==> config.mk <==
export PLATFORM = sky130hd
export DESIGN_NAME = signed_muldiv_seq
export DESIGN_NICKNAME = d
export VERILOG_FILES = /design/src/rtl/signed_muldiv_seq.sv
export SDC_FILE = /design/constraint.sdc
export NUM_CORES = 2
export LEC_CHECK = 0
export ABC_AREA = 1
export BUFFER_PORTS_ARGS = -buffer_cell sky130_fd_sc_hd__buf_2
export CAP_MARGIN = 20
export CORE_MARGIN = 1.5
export CORE_UTILIZATION = 50
export DETAILED_ROUTE_END_ITERATION = 10
export GPL_TIMING_DRIVEN = 0
export PLACE_DENSITY = 0.68
export RECOVER_POWER = 25
export SLEW_MARGIN = 20
export SYNTH_ARGS = -nofsm -noshare
export SYNTH_HDL_FRONTEND = slang
export SYNTH_SLANG_ARGS = --single-unit
==> constraint.sdc <==
create_clock -name clock -period 111.7 [get_ports clock]
set_input_delay 0 -clock clock [delete_from_list [all_inputs] [get_ports clock]]
set_output_delay 0 -clock clock [all_outputs]
set_load 0.01 [all_outputs]
==> src/rtl/signed_muldiv_seq.sv <==
`default_nettype none
// ============================================================================
// signed_muldiv_seq : iterative signed multiply / divide, WIDTH iterations on
// one shared adder. Optional MULDIV_OVF_FLAG_EN adds a quotient overflow flag.
// Revision: 1.0
// ============================================================================
module signed_muldiv_seq #(
  parameter int WIDTH = 32
) (
  input  logic               clock,
  input  logic               reset,
  input  logic               start,
  input  logic               muordi,
  input  logic [WIDTH-1:0]   opera1,
  input  logic [2*WIDTH-1:0] opera2,
  output logic [2*WIDTH-1:0] result,
  output logic               valid,
  output logic               busy,
  output logic               divzero
`ifdef MULDIV_OVF_FLAG_EN
  ,
  output logic               ovf
`endif
);

  localparam int c_cnt_w = $clog2(WIDTH + 1);

  localparam logic [1:0] c_st_idle = 2'd0;
  localparam logic [1:0] c_st_load = 2'd1;
  localparam logic [1:0] c_st_iter = 2'd2;
  localparam logic [1:0] c_st_fix  = 2'd3;

  logic [1:0]         r_state;
  logic [c_cnt_w-1:0] r_count;
  logic               r_mode;
  logic [WIDTH-1:0]   r_op1;
  logic [2*WIDTH-1:0] r_op2;
  logic               r_neg_res;
  logic               r_neg_rem;
  logic               r_dz;
  logic [WIDTH:0]     r_hi;
  logic [WIDTH-1:0]   r_lo;
  logic [WIDTH:0]     r_b;
  logic [2*WIDTH-1:0] r_result;
  logic               r_valid;
  logic               r_divzero;
`ifdef MULDIV_OVF_FLAG_EN
  logic               r_ovf_big;
  logic               r_ovf;
`endif

  logic [WIDTH-1:0]   w_op1_mag;
  logic [WIDTH-1:0]   w_mc_mag;
  logic [2*WIDTH-1:0] w_n_mag;
  logic [WIDTH-1:0]   w_hi_rem;
  logic [WIDTH:0]     w_shift;
  logic [WIDTH:0]     w_add_a;
  logic [WIDTH:0]     w_add_b;
  logic [WIDTH+1:0]   w_sum;
  logic [2*WIDTH-1:0] w_prod;
  logic [2*WIDTH-1:0] w_prod_fix;
  logic [WIDTH-1:0]   w_quot;
  logic [WIDTH-1:0]   w_rem;

  assign w_op1_mag = r_op1[WIDTH-1] ? (~r_op1 + WIDTH'(1)) : r_op1;
  assign w_mc_mag  = r_op2[WIDTH-1] ? (~r_op2[WIDTH-1:0] + WIDTH'(1)) : r_op2[WIDTH-1:0];
  assign w_n_mag   = r_op2[2*WIDTH-1] ? (~r_op2 + (2*WIDTH)'(1)) : r_op2;

  // Pre-reducing the upper dividend half keeps the remainder exact and the
  // low quotient bits correct even when the full quotient exceeds WIDTH bits.
  assign w_hi_rem  = (w_op1_mag == '0) ? '0 : (w_n_mag[2*WIDTH-1:WIDTH] % w_op1_mag);

  // Shared adder: add (multiply) or trial-subtract (divide); MSB is the borrow.
  assign w_shift = {r_hi[WIDTH-1:0], r_lo[WIDTH-1]};
  assign w_add_a = r_mode ? w_shift : r_hi;
  assign w_add_b = (r_mode | r_lo[0]) ? r_b : '0;
  assign w_sum   = {1'b0, w_add_a} + ({1'b0, w_add_b} ^ {(WIDTH+2){r_mode}})
                 + (WIDTH+2)'(r_mode);

  assign w_prod     = {r_hi[WIDTH-1:0], r_lo};
  assign w_prod_fix = r_neg_res ? (~w_prod + (2*WIDTH)'(1)) : w_prod;
  assign w_quot     = r_neg_res ? (~r_lo + WIDTH'(1)) : r_lo;
  assign w_rem      = r_neg_rem ? (~r_hi[WIDTH-1:0] + WIDTH'(1)) : r_hi[WIDTH-1:0];

  always_ff @(posedge clock or posedge reset) begin
    if (reset) begin
      r_state   <= c_st_idle;
      r_count   <= '0;
      r_mode    <= 1'b0;
      r_op1     <= '0;
      r_op2     <= '0;
      r_neg_res <= 1'b0;
      r_neg_rem <= 1'b0;
      r_dz      <= 1'b0;
      r_hi      <= '0;
      r_lo      <= '0;
      r_b       <= '0;
      r_result  <= '0;
      r_valid   <= 1'b0;
      r_divzero <= 1'b0;
`ifdef MULDIV_OVF_FLAG_EN
      r_ovf_big <= 1'b0;
      r_ovf     <= 1'b0;
`endif
    end else begin
      r_valid   <= 1'b0;
      r_divzero <= 1'b0;
`ifdef MULDIV_OVF_FLAG_EN
      r_ovf     <= 1'b0;
`endif
      case (r_state)
        c_st_idle: begin
          if (start) begin
            r_mode  <= muordi;
            r_op1   <= opera1;
            r_op2   <= opera2;
            r_state <= c_st_load;
          end
        end
        c_st_load: begin
          r_neg_res <= r_op1[WIDTH-1] ^ (r_mode ? r_op2[2*WIDTH-1] : r_op2[WIDTH-1]);
          r_neg_rem <= r_op2[2*WIDTH-1];
          r_dz      <= r_mode & (r_op1 == '0);
          r_b       <= {1'b0, (r_mode ? w_op1_mag : w_mc_mag)};
          r_lo      <= r_mode ? w_n_mag[WIDTH-1:0] : w_op1_mag;
          r_hi      <= r_mode ? {1'b0, w_hi_rem} : '0;
`ifdef MULDIV_OVF_FLAG_EN
          r_ovf_big <= (w_n_mag[2*WIDTH-1:WIDTH] >= w_op1_mag);
`endif
          r_count   <= c_cnt_w'(WIDTH);
          r_state   <= c_st_iter;
        end
        c_st_iter: begin
          if (r_mode) begin
            r_hi <= w_sum[WIDTH+1] ? w_shift : w_sum[WIDTH:0];
            r_lo <= {r_lo[WIDTH-2:0], ~w_sum[WIDTH+1]};
          end else begin
            r_hi <= {1'b0, w_sum[WIDTH:1]};
            r_lo <= {w_sum[0], r_lo[WIDTH-1:1]};
          end
          r_count <= r_count - c_cnt_w'(1);
          if (r_count == c_cnt_w'(1))
            r_state <= c_st_fix;
        end
        c_st_fix: begin
          if (!r_mode)
            r_result <= w_prod_fix;
          else if (r_dz)
            r_result <= {r_op2[WIDTH-1:0], {WIDTH{1'b1}}};
          else
            r_result <= {w_rem, w_quot};
          r_valid   <= 1'b1;
          r_divzero <= r_mode & r_dz;
`ifdef MULDIV_OVF_FLAG_EN
          // Quotient magnitude of exactly 2^(W-1) is legal only when negative.
          r_ovf <= r_mode & ~r_dz & (r_ovf_big |
                   (r_lo[WIDTH-1] & (~r_neg_res | (r_lo[WIDTH-2:0] != '0))));
`endif
          r_state   <= c_st_idle;
        end
        default: r_state <= c_st_idle;
      endcase
    end
  end

  assign result  = r_result;
  assign valid   = r_valid;
  assign divzero = r_divzero;
  assign busy    = (r_state != c_st_idle) | r_valid;
`ifdef MULDIV_OVF_FLAG_EN
  assign ovf     = r_ovf;
`endif

endmodule
`default_nettype wire

# After elaboration in Yosys (flattened, before gate mapping)
# Cells that the tools add are included.
[totals] reg_bits=271 latchBits=0 ramBits=0 rom_bits=0 n_memories=0
[op_classes] addsub=9 n_mul=0 n_div=1 n_lt_le_gt_ge=0 n_eq_ne=6 shift=0 muxes=26 n_bitwise=13 n_reduce_logical=7
[op_table] op="$mux 32" count=10
[op_table] op="$mux 64" count=4
[op_table] op="$add 32x1->32 const B" count=4
[op_table] op="$add 64x1->64 const B" count=2
[op_table] op="$not 32->32" count=4
[op_table] op="$not 64->64" count=2
[op_table] op="$mux 33" count=3
[op_table] op="$pmux 33 s2" count=1
[op_table] op="$logic_not 32->1" count=2
[op_table] op="$pmux 32 s2" count=1
[op_table] op="$add 33x34->34" count=1
[op_table] op="$add 34x1->34" count=1
[op_table] op="$xor 32x34->34" count=1
[op_table] op="$mod 32x32->32" count=1
[op_table] op="$pmux 6 s2" count=1
[op_table] op="$pmux 2 s4" count=1
[op_table] op="$eq 6x1->1 const B" count=1
[op_table] op="$sub 6x1->6 const B" count=1
[op_table] op="$eq 2x2->1 const B" count=2
[op_table] op="$mux 2" count=2
[op_table] op="$ne 2x2->1 const B" count=2
[op_table] op="$reduce_and 2->1" count=2
[op_table] op="$reduce_bool 2->1" count=2
[op_table] op="$mux 1" count=3
[op_table] op="6 further kinds" count=8

# Longest topological paths before layout
[logic_depth] word_depth=8 depth_mapped=719

# Worst setup path before layout
# OpenSTA, ideal clock, no wires.
[synth_path] path_type="register to register" startpoint="register r_op1[0]" endpoint="register r_hi[27]" setup_ns=0.121 arrival_ns=80.020 required_time_ns=111.579 path_slack_ns=31.558 path_stages_with_launch=693 period_less_slack_ns=80.142 cell_sequence="dfrtp_1 > inv_2 > ha_1 > nand2_1 > inv_2 > nand2_1 > nand2_1 > nand2_1 > nand2_1 > nand3_1 > nor2_1 > nand3_1 > nor2_1 > nand3_1 > nor2_1 > nand2_1 > nand3_1 > nand2_1 > [657 not listed] > nand2_1 > a21oi_1 > inv_1 > a21oi_1 > o21ai_0 > a21o_1 > a21oi_1 > o21ai_0 > nand2_1 > and3_1 > dlygate4sd3_1 > inv_1 > clkbuf_8 > o21ai_0 > a21oi_1 > nor2_1 > nand2_1 > nand2_1"
[synth_via] elab_chain_len=7 elab_cells_between_ends=8 classes_between="add/sub: 1; div: 1; mux: 4; bitwise: 1; reduce/logical: 1"
[synth_lines] item="start: declaration" line_no="36" text="logic [WIDTH-1:0] r_op1;"
[synth_lines] item="start signal: assignment" line_no="115" text="r_op1 <= opera1;"
[synth_lines] item="$not 32->32" line_no="65" text="assign w_op1_mag = r_op1[WIDTH-1] ? (~r_op1 + WIDTH'(1)) : r_op1;"
[synth_lines] item="$add 32x1->32" line_no="65"
[synth_lines] item="$mux 32 (*)" line_no="65"
[synth_lines] item="$mod 32x32->32 / $logic_not 32->1 (equally long branches)" line_no="71" text="assign w_hi_rem = (w_op1_mag == '0) ? '0 : (w_n_mag[2*WIDTH-1:WIDTH] % w_op1_mag);"
[synth_lines] item="$mux 32 (*)" line_no="71"
[synth_lines] item="$mux 32 (*)" line_no="126" text="r_hi <= r_mode ? {1'b0, w_hi_rem} : '0;"
[synth_lines] item="$pmux 33 s2 (*)" line_no="111" text="case (r_state)"
[synth_lines] item="end signal: assignment" line_no="126"
[synth_lines] item="end signal: assignment" line_no="135" text="r_hi <= w_sum[WIDTH+1] ? w_shift : w_sum[WIDTH:0];"
[synth_lines] item="end signal: assignment" line_no="138" text="r_hi <= {1'b0, w_sum[WIDTH:1]};"
[synth_lines] item="end: declaration" line_no="41" text="logic [WIDTH:0] r_hi;"
# Every way passes the cells marked *; elsewhere a longest branch is shown, timed or not.
# A chain may end at the register's enable or synchronous reset.

==> impl_metrics.py <==
metrics = {
    "route": {
        "drcViolationCount": 0,
        "routed_via_density": 5.79,
        "first_pass_iters": 6,
        "wl_mm": 200,
        "wl_per_cell_um": 20.4,
        "num_vias": 56600,
        "ant_nets": 0,
        "first_iter_violations": 5700,
    },
    "logic_synthesis": {
        "ys_seq_area_frac": 0.134,
        "synth.distinct_cells": 94,
        "synth.cell_area_sq_mm": 0.0505,
        "netlist_instances": 8138,
        "synth-async-reset-ratio": 1.00,
        "synth_edf_count": 0,
        "synth_seq_cells": 271,
        "postSynthAreaPerCell_sq_um": 6.20,
        "synth_nets": 8813,
        "synth_ff_type": "dfrtp_1",
        "yosysWarnings": 0,
    },
    "clock_tree": {
        "post_cts_resized": 0,
        "cts.sinks": 271,
        "clockBufferDepth": 3,
        "cts_tree": "yes",
        "cts.clk_slew.worst_paths_ns": 0.07,
        "clkLatencyLatePin_ns": 0.66,
        "post_cts.repair.setup_buffers": 0,
        "htreeDepth": 1,
        "clockRootBuffer": "clkbuf_16",
        "cts_buffers": 30,
    },
    "critical_path": {
        "cp-end-kind": "register",
        "critical-path-slowest-cell": "inv_2",
        "arrival_ns": 100.99,
        "cp_max_fo": 35,
        "regToRegStartpoint": "r_op1[0]",
        "crit_end": "r_hi[28]",
        "path_common_cell": "nand2_1",
        "cp_top_family": "compound AO/OA/AOI/OAI gates",
        "start_kind": "register",
        "critPathKind": "reg2reg",
        "required_ns": 112.17,
        "cp.depth": 690,
        "r2r_cells": 690,
        "regToRegEndpoint": "r_hi[28]",
        "cpPeakStageDelay_ns": 0.91,
        "regToRegSetupSlack_ns": 11.18,
        "critical_path_buf_inv_count": 105,
        "startpoint": "r_op1[0]",
    },
    "timing": {
        "final_hold_viol_count": 0,
        "period_needed_ns": 100.52,
        "worst_pin_slew_ns": 3.53,
        "post-route-period-util": 0.900,
        "drv_slew": 128,
        "tns_ns": 0,
        "fmax_mhz": 9.95,
        "slew_headroom": -1.36,
        "fin_skew_ns": 0.0765,
        "setup_viol": 0,
        "rsz0062_at_grt": "no",
        "setup_slack_ns": 11.18,
    },
    "status": {
        "failed_checks": "max-capacitance violations, max-slew violations",
        "outcome": "finished with violations",
    },
    "die": {
        "pin_count": 167,
        "die_w_um": 321,
        "initial_core_util": 0.504,
        "die_h_um": 321,
        "rows": 116,
        "die-area_sq_mm": 0.103,
        "design.core.area_sq_mm": 0.100,
    },
    "global_routing": {
        "grt-ovfl-total": 0,
        "grt_usage": 0.376,
        "grt_use_met2": 0.598,
        "gr-usage-met3": 0.0642,
        "grt_start_max_net_pins": 91,
        "grt_antenna_before_repair": 10,
        "grt_pass1_vias": 52800,
        "grt_pass1_wl_mm": 303,
        "use_met1": 0.473,
        "grt-busiest-layer": "met2",
    },
    "min_path": {
        "worstHoldStart": "opera1[16]",
        "min_path_type": "in2reg",
    },
    "cells_and_area": {
        "regArea_sq_mm": 0.00678,
        "multi_input_area_sq_mm": 0.0375,
        "fin_nets": 9132,
        "nFillCells": 10200,
        "area_growth_pct": 9.79,
        "drive_gt1_frac": 0.0836,
    },
    "placed_design": {
        "dp_hpwl_mm": 160,
        "place_congestion": 1.14,
        "portBuffers": 166,
        "dp_slack_ns": 12.84,
    },
    "job": {
        "max-cap-violations": 2,
    },
}
==> stage by stage <==
step                      instance area [sq um]  utilization  hold slack [ns]  std cells
final                                     55400        0.553            0.144       9782
after detailed placement                  53400        0.533           0.0681       9622
after CTS                                 55500        0.555            0.117       9779
after floorplan                           50500            -            0.151       8138
after global routing                      55400        0.553            0.176       9779
after global placement                    52900        0.529            0.247       9602
==> worst register-to-register path: cells and delay by family (launching register included) <==
family | cells | cell delay [ns]
AND/OR/NAND/NOR | 337 | 34.38
AO/OA/AOI/OAI | 216 | 41.66
flip-flops | 1 | 0.67
adder cells (fa/ha/maj) | 32 | 10.35
buffers and inverters | 105 | 13.34
==> layout make-up <==
| cell class | count | share of cell area |
|---|---|---|
| Multi-Input combinational cell | 6385 | 0.676 |
| Sequential cell | 271 | 0.122 |
| Inverter | 1241 | 0.0845 |
| Timing Repair Buffer | 287 | 0.0396 |
| Tap cell | 1298 | 0.0293 |
| Buffer | 241 | 0.0278 |
| Clock buffer | 34 | 0.0144 |
| Clock inverter | 22 | 0.00558 |
| Antenna cell | 3 | 0.000135 |
==> cell usage in the layout (no fill, tap or decap), drive strengths merged, types with 16 or more instances in the layout <==
master / n
dlygate4sd3: 102
o22ai: 29
a21oi: 662
xor2: 341
or2: 54
a22oi: 21
o31ai: 33
nor2: 818
o21bai: 60
nand4: 86
nand3: 346
buf: 183
ha: 573
a211oi: 16
a21o: 30
o211ai: 63
clkinv: 16
dfrtp: 271
a31oi: 75
nor4: 31
nor3: 80
o221ai: 50
inv: 1232
xnor2: 153
clkbuf: 276
nand2: 2028
o21ai: 705
==> how the worst min path moves through the flow <==
stage,endpoint,slack [ns],depth (start not counted)
2_1_floorplan,r_op2[29],0.15,1
3_3_place_gp,r_op1[17],0.25,3
3_5_place_dp,result[23],0.07,2
4_1_cts,r_op1[17],0.12,4
5_1_grt,r_op1[19],0.18,4
6_report,r_op1[16],0.14,4
==> state kept, by name, summed over array words and instances, names as in the netlist, 2 cells and up <==
register  flops
r_b          32
r_count       6
r_hi         33
r_lo         32
r_op1        32
r_op2        64
r_state       2
result       64
==> layer usage <==
layer	share of wire	wire length (um)	vias up
li1	-	-	27400
met1	0.40	80800	25900
met2	0.43	85300	2534
met3	0.092	18300	664
met4	0.075	14900	14
met5	0.00083	166	-
==> cells in the mapped netlist (47+ instances only) <==
cell type  number  area (sq um)
nand2_1      1938          7270
inv_1        1184          4440
nor2_1        752          2820
a21oi_1       636          3180
ha_1          573          7170
o21ai_0       502          2510
xor2_1        339          2970
nand3_1       328          1640
dfrtp_1       271          6780
xnor2_1       153          1340
clkbuf_1      131           492
o21ai_1       119           596
nand4_1        86           538
o21ai_2        83           727
nor3_1         77           385
a31oi_1        74           463
nand2_2        73           457
o211ai_1       61           458
o21bai_1       52           390
o221ai_1       50           438
or2_2          50           313
inv_2          47           176
==> cell families after synthesis <==
logic type               share of synthesized area
AO/OA/AOI/OAI                                0.214
XOR/XNOR                                    0.0864
AND/OR/NAND/NOR                              0.296
buffers and inverters                        0.123
flip-flops                                   0.134
adder cells (fa/ha/maj)                      0.143
multiplexers                               0.00315
==> repair_timing <==
item	CTS	global route
endpoints found under the setup margin	0	0
hold endpoints to repair	224	0
hold buffers	101	0
Power is not shown: default switching activity piles up to over one toggle a cycle in this logic, so the estimate is an artifact.
